--- src/rtl/seq_pkg.sv ---
// seq_pkg: shared types and constants for the instruction sequencer
package seq_pkg;
  typedef enum logic [1:0] {IDLE, RUN, DONE} state_t;
  typedef enum logic {LOOP = 1'b0, ONESHOT = 1'b1} mode_t;
  localparam int CFG_RATE = 0;
  localparam int CFG_END  = 1;
  localparam int CFG_MODE = 2;
endpackage

--- src/rtl/rate_tick_gen.sv ---
// rate_tick_gen: clock-enable tick every 2**rate enabled cycles
module rate_tick_gen #(
  parameter int RATE_W = 2
) (
  input  logic              clk,
  input  logic              rst_n,
  input  logic              clr,
  input  logic              en,
  input  logic [RATE_W-1:0] rate,
  output logic              tick
);
  localparam int CW = 2**RATE_W - 1;
  logic [CW-1:0] r_cnt;
  logic [CW-1:0] w_lim;
  // the largest rate wraps the shift to zero, so the subtraction still yields all ones
  assign w_lim = (CW'(1) << rate) - CW'(1);
  assign tick  = en && (r_cnt == w_lim);
  // divider count: cleared on request or tick, advances while enabled
  always_ff @(posedge clk or negedge rst_n)
    if (!rst_n) r_cnt <= '0;
    else r_cnt <= (clr || tick) ? '0 : en ? r_cnt + 1'b1 : r_cnt;
endmodule

--- src/rtl/instr_sequencer.sv ---
// instr_sequencer: steps a program counter through an internal program RAM
module instr_sequencer
  import seq_pkg::*;
#(
  parameter int DATA_W = 4,
  parameter int ADDR_W = 4,
  parameter int RATE_W = 2
) (
  input  logic              clk,
  input  logic              rst_n,
  input  logic              sel,
  input  logic              save_n,
  input  logic [DATA_W-1:0] data,
  input  logic [ADDR_W-1:0] wr_addr,
  input  logic              start,
  input  logic              stop,
  output logic [DATA_W-1:0] instr,
  output logic [ADDR_W-1:0] pc,
  output logic              valid,
  output logic              busy,
  output logic              done
);
  logic [DATA_W-1:0] r_mem [2**ADDR_W];
  state_t            r_state, w_state_nxt;
  mode_t             r_mode;
  logic [RATE_W-1:0] r_rate;
  logic [ADDR_W-1:0] r_end, r_next_pc, r_pc;
  logic [DATA_W-1:0] r_instr;
  logic              r_valid;
  logic              w_run, w_start, w_last, w_tick, w_clr, w_en, w_cfg_we;
  assign w_run    = r_state == RUN;
  assign w_start  = start && !stop;
  assign w_last   = r_next_pc == r_end;
  assign w_en     = w_run && !start && !stop;
  assign w_clr    = !w_en;
  assign w_cfg_we = !sel && !save_n && !w_run;
  rate_tick_gen #(.RATE_W(RATE_W)) u_tick (
    .clk  (clk),
    .rst_n(rst_n),
    .clr  (w_clr),
    .en   (w_en),
    .rate (r_rate),
    .tick (w_tick)
  );
  // program RAM: written any time, never reset; reads see the pre-write word
  always_ff @(posedge clk)
    if (sel && !save_n) r_mem[wr_addr] <= data;
  // configuration registers, frozen while running
  always_ff @(posedge clk or negedge rst_n)
    if (!rst_n) begin
      r_rate <= '0;
      r_end  <= '1;
      r_mode <= LOOP;
    end else if (w_cfg_we) begin
      if (wr_addr == ADDR_W'(CFG_RATE)) r_rate <= data[RATE_W-1:0];
      if (wr_addr == ADDR_W'(CFG_END))  r_end  <= ADDR_W'(data);
      if (wr_addr == ADDR_W'(CFG_MODE)) r_mode <= mode_t'(data[0]);
    end
  // next state: stop wins, then start, then one-shot completion on the last step
  always_comb begin
    w_state_nxt = r_state;
    w_state_nxt = stop ? IDLE : w_start ? RUN :
                  (w_tick && w_last && r_mode == ONESHOT) ? DONE : r_state;
  end
  // state register
  always_ff @(posedge clk or negedge rst_n)
    if (!rst_n) r_state <= IDLE;
    else r_state <= w_state_nxt;
  // program counter, fetched instruction and step pulse
  always_ff @(posedge clk or negedge rst_n)
    if (!rst_n) begin
      r_next_pc <= '0;
      r_pc      <= '0;
      r_instr   <= '0;
      r_valid   <= 1'b0;
    end else begin
      r_valid <= w_tick;
      if (w_start) r_next_pc <= '0;
      else if (w_tick) r_next_pc <= w_last ? '0 : r_next_pc + 1'b1;
      if (w_tick) begin
        r_pc    <= r_next_pc;
        r_instr <= r_mem[r_next_pc];
      end
    end
  assign instr = r_instr;
  assign pc    = r_pc;
  assign valid = r_valid;
  assign busy  = w_run;
  assign done  = r_state == DONE;
endmodule

--- config.mk ---
export PLATFORM = sky130hd
export DESIGN_NAME = instr_sequencer
export DESIGN_NICKNAME = d
export VERILOG_FILES = /design/src/rtl/seq_pkg.sv /design/src/rtl/rate_tick_gen.sv /design/src/rtl/instr_sequencer.sv
export SDC_FILE = /design/constraint.sdc
export NUM_CORES = 1
export LEC_CHECK = 0
export CAP_MARGIN = 0
export CORE_MARGIN = 2
export CORE_UTILIZATION = 25
export CTS_BUF_LIST = sky130_fd_sc_hd__clkbuf_8
export CTS_CLUSTER_SIZE = 8
export DETAILED_ROUTE_END_ITERATION = 10
export PLACE_DENSITY = 0.39
export SYNTH_ARGS = -nofsm -noshare
export SYNTH_HDL_FRONTEND = slang
export SYNTH_SLANG_ARGS = --single-unit
--- constraint.sdc ---
create_clock -name clk -period 2.2 [get_ports clk]
set_clock_uncertainty 0.15 [all_clocks]
set_input_delay 0.33 -clock clk [delete_from_list [all_inputs] [get_ports clk]]
set_output_delay 0.33 -clock clk [all_outputs]
set_load 0.01 [all_outputs]
Word-level counts from Yosys, hierarchy flattened
Memories as Yosys holds them, arrays and structs flattened. A register that Yosys moved wholly into a read port is not among the register bits.
Index checks and enable logic that the tools add are counted.
{"block": "classes", "add_sub_neg": 3, "n_eq_ne": 6, "shift": 1, "n_mux": 10, "n_reduce_logical": 24}
{"operator": "4-bit two-way mux", "n": 3}
{"operator": "1-bit logical AND", "n": 9}
{"operator": "1-bit zero test", "n": 7}
{"operator": "2-bit two-way mux", "n": 3}
{"operator": "3-bit two-way mux", "n": 2}
{"operator": "2-bit AND reduction", "n": 3}
{"operator": "4-bit by 1-bit adder with 4-bit output (second input constant)", "n": 1}
{"operator": "4-bit by 1-bit == test with 1-bit output (second input constant)", "n": 1}
{"operator": "4-bit by 2-bit == test with 1-bit output (second input constant)", "n": 1}
{"operator": "4-bit == test", "n": 1}
{"operator": "4-bit zero test", "n": 1}
{"operator": "2-bit nonzero test", "n": 2}
{"operator": "3-bit by 1-bit adder with 3-bit output (second input constant)", "n": 1}
{"operator": "3-bit == test", "n": 1}
{"operator": "3-bit nonzero test", "n": 1}
{"operator": "1-bit by 2-bit left shift with 3-bit output (first input constant)", "n": 1}
{"operator": "3-bit by 2-bit subtractor with 3-bit output (second input constant)", "n": 1}
{"operator": "2-bit by 1-bit == test with 1-bit output (second input constant)", "n": 1}
{"operator": "2-bit == test (second input constant)", "n": 1}
{"operator": "1-bit two-way mux", "n": 2}
{"operator": "1-bit logical OR", "n": 1}
{"block": "word_totals", "register_bits": 21, "ram_bits": 64, "out_inout_bits": 11, "word_cells": 53, "memories": 1}
{"name": "r_mem", "words": 16, "word_bits": 4, "rd": 1, "rd_clocked_by_memory_dff": 1, "wr": 1, "line_no": "instr_sequencer.sv:23", "source": "logic [DATA_W-1:0] r_mem [2**ADDR_W];"}

Logic depth before layout (Yosys ltp)
{"block": "logic_depth", "ltp_word": 9, "depth_mapped": 7, "depth_no_buf": 5}

By module
Synthesis repeated with hierarchy kept, for this count alone.
{"block": "hier_totals", "cells_unflattened": 236, "area_unflattened_um2": 3742.3}
{"module": "instr_sequencer", "instances": 1, "cells_per_inst": 217, "area_each_um2": 3535.9, "seq_area_each_um2": 2477.4}
{"module": "rate_tick_gen", "instances": 1, "cells_per_inst": 19, "area_each_um2": 206.4, "seq_area_each_um2": 75.1}

Worst setup path before layout
No wires, ideal clock.
{"block": "synth_timing", "path_type": "reg2reg", "start": "register r_next_pc[0]", "end": "register r_instr[0], in the netlist instr[0], read port of r_mem", "arrival_ps": 1607, "required_time_ps": 1932, "path_slack_ps": 325, "stages_incl_launch_ff": 6, "path_buffers": 1, "cell_sequence": "dfrtp_1 -> buf_2 -> mux4_2 -> a22oi_1 -> a31oi_1 -> a21o_1"}
{"item": "from (decl)", "line_no": "instr_sequencer.sv:27", "source": "logic [ADDR_W-1:0] r_end, r_next_pc, r_pc;"}
{"item": "from (signal assigned)", "line_no": "instr_sequencer.sv:79", "source": "else if (w_tick) r_next_pc <= w_last ? '0 : r_next_pc + 1'b1;"}
{"item": "to (decl)", "line_no": "instr_sequencer.sv:28", "source": "logic [DATA_W-1:0] r_instr;"}

Final worst setup path
{"block": "layout_timing", "start": "register r_state[1]", "end": "output busy"}
{"block": "layout_between", "elab_chain_cells": 1}
{"item": "from (decl)", "line_no": "instr_sequencer.sv:24", "source": "state_t r_state, w_state_nxt;"}
{"item": "from (signal assigned)", "line_no": "instr_sequencer.sv:68", "source": "else r_state <= w_state_nxt;"}
{"item": "2-bit by 1-bit == test with 1-bit output", "line_no": "instr_sequencer.sv:31", "source": "assign w_run = r_state == RUN;"}
{"item": "to (decl)", "line_no": "instr_sequencer.sv:20", "source": "output logic busy,"}
Every way passes these cells.

==> results.cfg <==
[outcome]
outcome = completed

[clock_tree]
cts-resized-gates = 0
htreeDepth = 3
postCtsHoldBufs = 0
cts.sinks = 89
cts_tree = yes
numCtsBuffers = 9
ctsLongestPathBuffers = 2
cts_post_setup_buffers_inserted = 0
cts-root-buf = clkbuf_8
path_clk_slew_ps = 90
insertion_delay_ps = 370

[floorplan]
ioPinCount = 25
die_h_um = 125
dieWidth_um = 125
core_area_mm2 = 0.0144
rows = 44
die_area_mm2 = 0.0157
start_util = 0.255

[pwr]
p_seq_frac = 0.552
swShare = 0.240
p_switching_mw = 0.832
power_frac_comb = 0.127
p_leak_nw = 1.68
clockPowerShare = 0.321
peakVddDrop_uv = 275
internal_power_mw = 2.63
p_per_area_mw_per_mm2 = 749
power.total_mw = 3.47

[routing]
first_iter_violations = 143
postRouteAntennaNets = 0
drt-pass1-iter-count = 7
via_per_inst = 4.37
vias = 2101
drc_errors = 0
avgRoutedWirePerCell_um = 16.6
drt_wl_total_um = 8000

[place]
place_area_mm2 = 0.00443
place.gp.congestion = 0.746
numPortBuffers = 24
post-place-cells = 465
pre_cts_slack_ps = -163
place_hpwl_um = 5560

[logic_synthesis]
syn_inst = 225
synth.net_count = 241
synthTopCellsByCount = 64 x edfxtp_1, 22 x nor2_1, 21 x dfrtp_1, 16 x mux4_2, 10 x nand2_1
synthFlopType = edfxtp_1
seq_area_frac_synth = 0.695
yosys.cell_types.count = 39
synth_edf_count = 64
synth.most_common_cell = edfxtp_1
yosys_warnings = 0
syn_area_per_cell_um2 = 16.3
netlist_area_mm2 = 0.00367
synth_seq_cells = 89
synth_top_area_share = 0.523
yosys.area.top_type = edfxtp_1
ys_async_sr_fraction = 0.281
synthTopCellsByArea = edfxtp_1 52%, dfrtp_1 14%, mux4_2 9.8%

[grt]
gr-usage-met2 = 0.164
antenna_found_initial = 0
grt_max_degree = 26
grt_overflow = 0
grt_first_pass_wirelength_um = 12800
global_route.usage.met3 = 0.0381
grt_usage = 0.110
busiest_layer = met2
grt_use_met1 = 0.148
first_global_vias = 2197

[worst_setup_path]
r2r-start = r_rate[1]$_DFFE_PN0P_
crit_required_ps = 1720
rr_worst_depth = 5
crit_chain = and2b_2 -> clkdlybuf4s50_1
worst_path_largest_cell_delay_ps = 550
cp-end-kind = primary output
critical-path-slowest-cell = clkdlybuf4s50_1
r2r_setup_slack_ps = 150
crit_arrival_ps = 1610
crit_path_start_kind = register
crit_start = r_state[1]$_DFFE_PN0P_
crit_fanout = 5
crit_type = register to primary output
r2r_end = r_next_pc[3]$_DFFE_PN0P_

[finish]
final_design_area_no_fill_mm2 = 0.00463
antennaDiodeCount = 0
final_cells = 481
area_delta_synth_final_pct = 26.0
final_nets = 308
drive_above_1_share = 0.313

[flow_run]
max-cap-violations = 0

[sta]
fin_ws_ps = 110
hold_violations = 0
maxSlewViolCount = 0
setup_viol = 0
fin_crit_sh = 0.950
fin_setup_tns_ps = 0
tightest_slew_ps = 566
fin_crit_ps = 2090
rsz0062_at_grt = no
fmax_mhz = 478
max_slew_margin = 0.621

[min_path]
hold_path.class = input pin to async pin
-- sequential cells by signal, summed over array words and instances (netlist names) --
| name | flops |
|---|---|
| r_end | 4 |
| pc | 4 |
| u_tick.r_cnt | 3 |
| r_mode | 1 |
| r_rate | 2 |
| r_state | 2 |
| r_mem | 64 |
| valid | 1 |
| instr | 4 |
| r_next_pc | 4 |
-- how the worst max path moves through the flow --
stage | end | slack [ps] | cells past startpoint
3_3_place_gp | r_rate[1]$_DFFE_PN0P_ | -150 | 4
4_1_cts | busy | 80 | 2
5_1_grt | busy | 20 | 2
3_5_place_dp | r_rate[0]$_DFFE_PN0P_ | -160 | 4
2_1_floorplan | instr[0]$_DFFE_PN0P_ | 330 | 5
6_report | busy | 110 | 2
-- cell usage in the layout (no fill, tap or decap), drive strengths merged, types with 5 or more instances in the layout --
| cell type | n |
|---|---|
| nand2 | 10 |
| clkdlybuf4s50 | 24 |
| nand2b | 5 |
| nor3 | 6 |
| dfrtp | 21 |
| buf | 40 |
| mux4 | 16 |
| edfxtp | 64 |
| clkbuf | 9 |
| nor2 | 22 |
| mux2 | 11 |
| nand3 | 7 |
-- worst max-delay path, delay by kind of cell, from the launching register on --
family | cells | cell delay (ps)
AND/OR/NAND/NOR | 1 | 290
buffers and inverters | 1 | 550
flip-flops | 1 | 390
-- metrics by stage --
stage                     utilization  hold WS (ps)
after global routing            0.321           190
final                           0.321           175
after global placement          0.307           311
after CTS                       0.321           171
after floorplan                     -          -116
after detailed placement        0.307           317
-- power by group through the flow --
| stage | Clock, mW | Sequential [mW] | Combinational [mW] |
|---|---|---|---|
| detailed placement | 0 | 1.95 | 0.447 |
| finish | 1.11 | 1.91 | 0.439 |
| floorplan | 0 | 1.95 | 0.219 |
| global placement | 0 | 1.95 | 0.444 |
| global route | 1.22 | 1.92 | 0.482 |
| CTS | 1.17 | 1.91 | 0.448 |
-- routing by layer --
| layer | part of all wire | vias to the layer above |
|---|---|---|
| li1 | - | 999 |
| met1 | 0.50 | 1043 |
| met2 | 0.44 | 46 |
| met3 | 0.043 | 13 |
| met4 | 0.022 | 0 |
| met5 | 0 | - |
-- cells by family after synthesis --
group / Yosys count / share of synthesized area
adders and majority gates: 2 / 0.00681
buffers and inverters: 10 / 0.0123
and+or+nand+nor: 68 / 0.0964
AOI/OAI and AO/OA: 24 / 0.0436
xor gates and xnor gates: 5 / 0.0119
muxes: 27 / 0.134
DFF: 89 / 0.695
-- cell type report --
cell class / instances / area, um^2
clock buffer: 9 / 124
clock inverter: 7 / 70.1
fill: 1452 / 9800
inverter: 2 / 7.51
multi-input combinational: 126 / 1080
sequential: 89 / 2550
tap: 184 / 230
timing repair buffer: 64 / 566
Power figures use the tool's default switching activity.
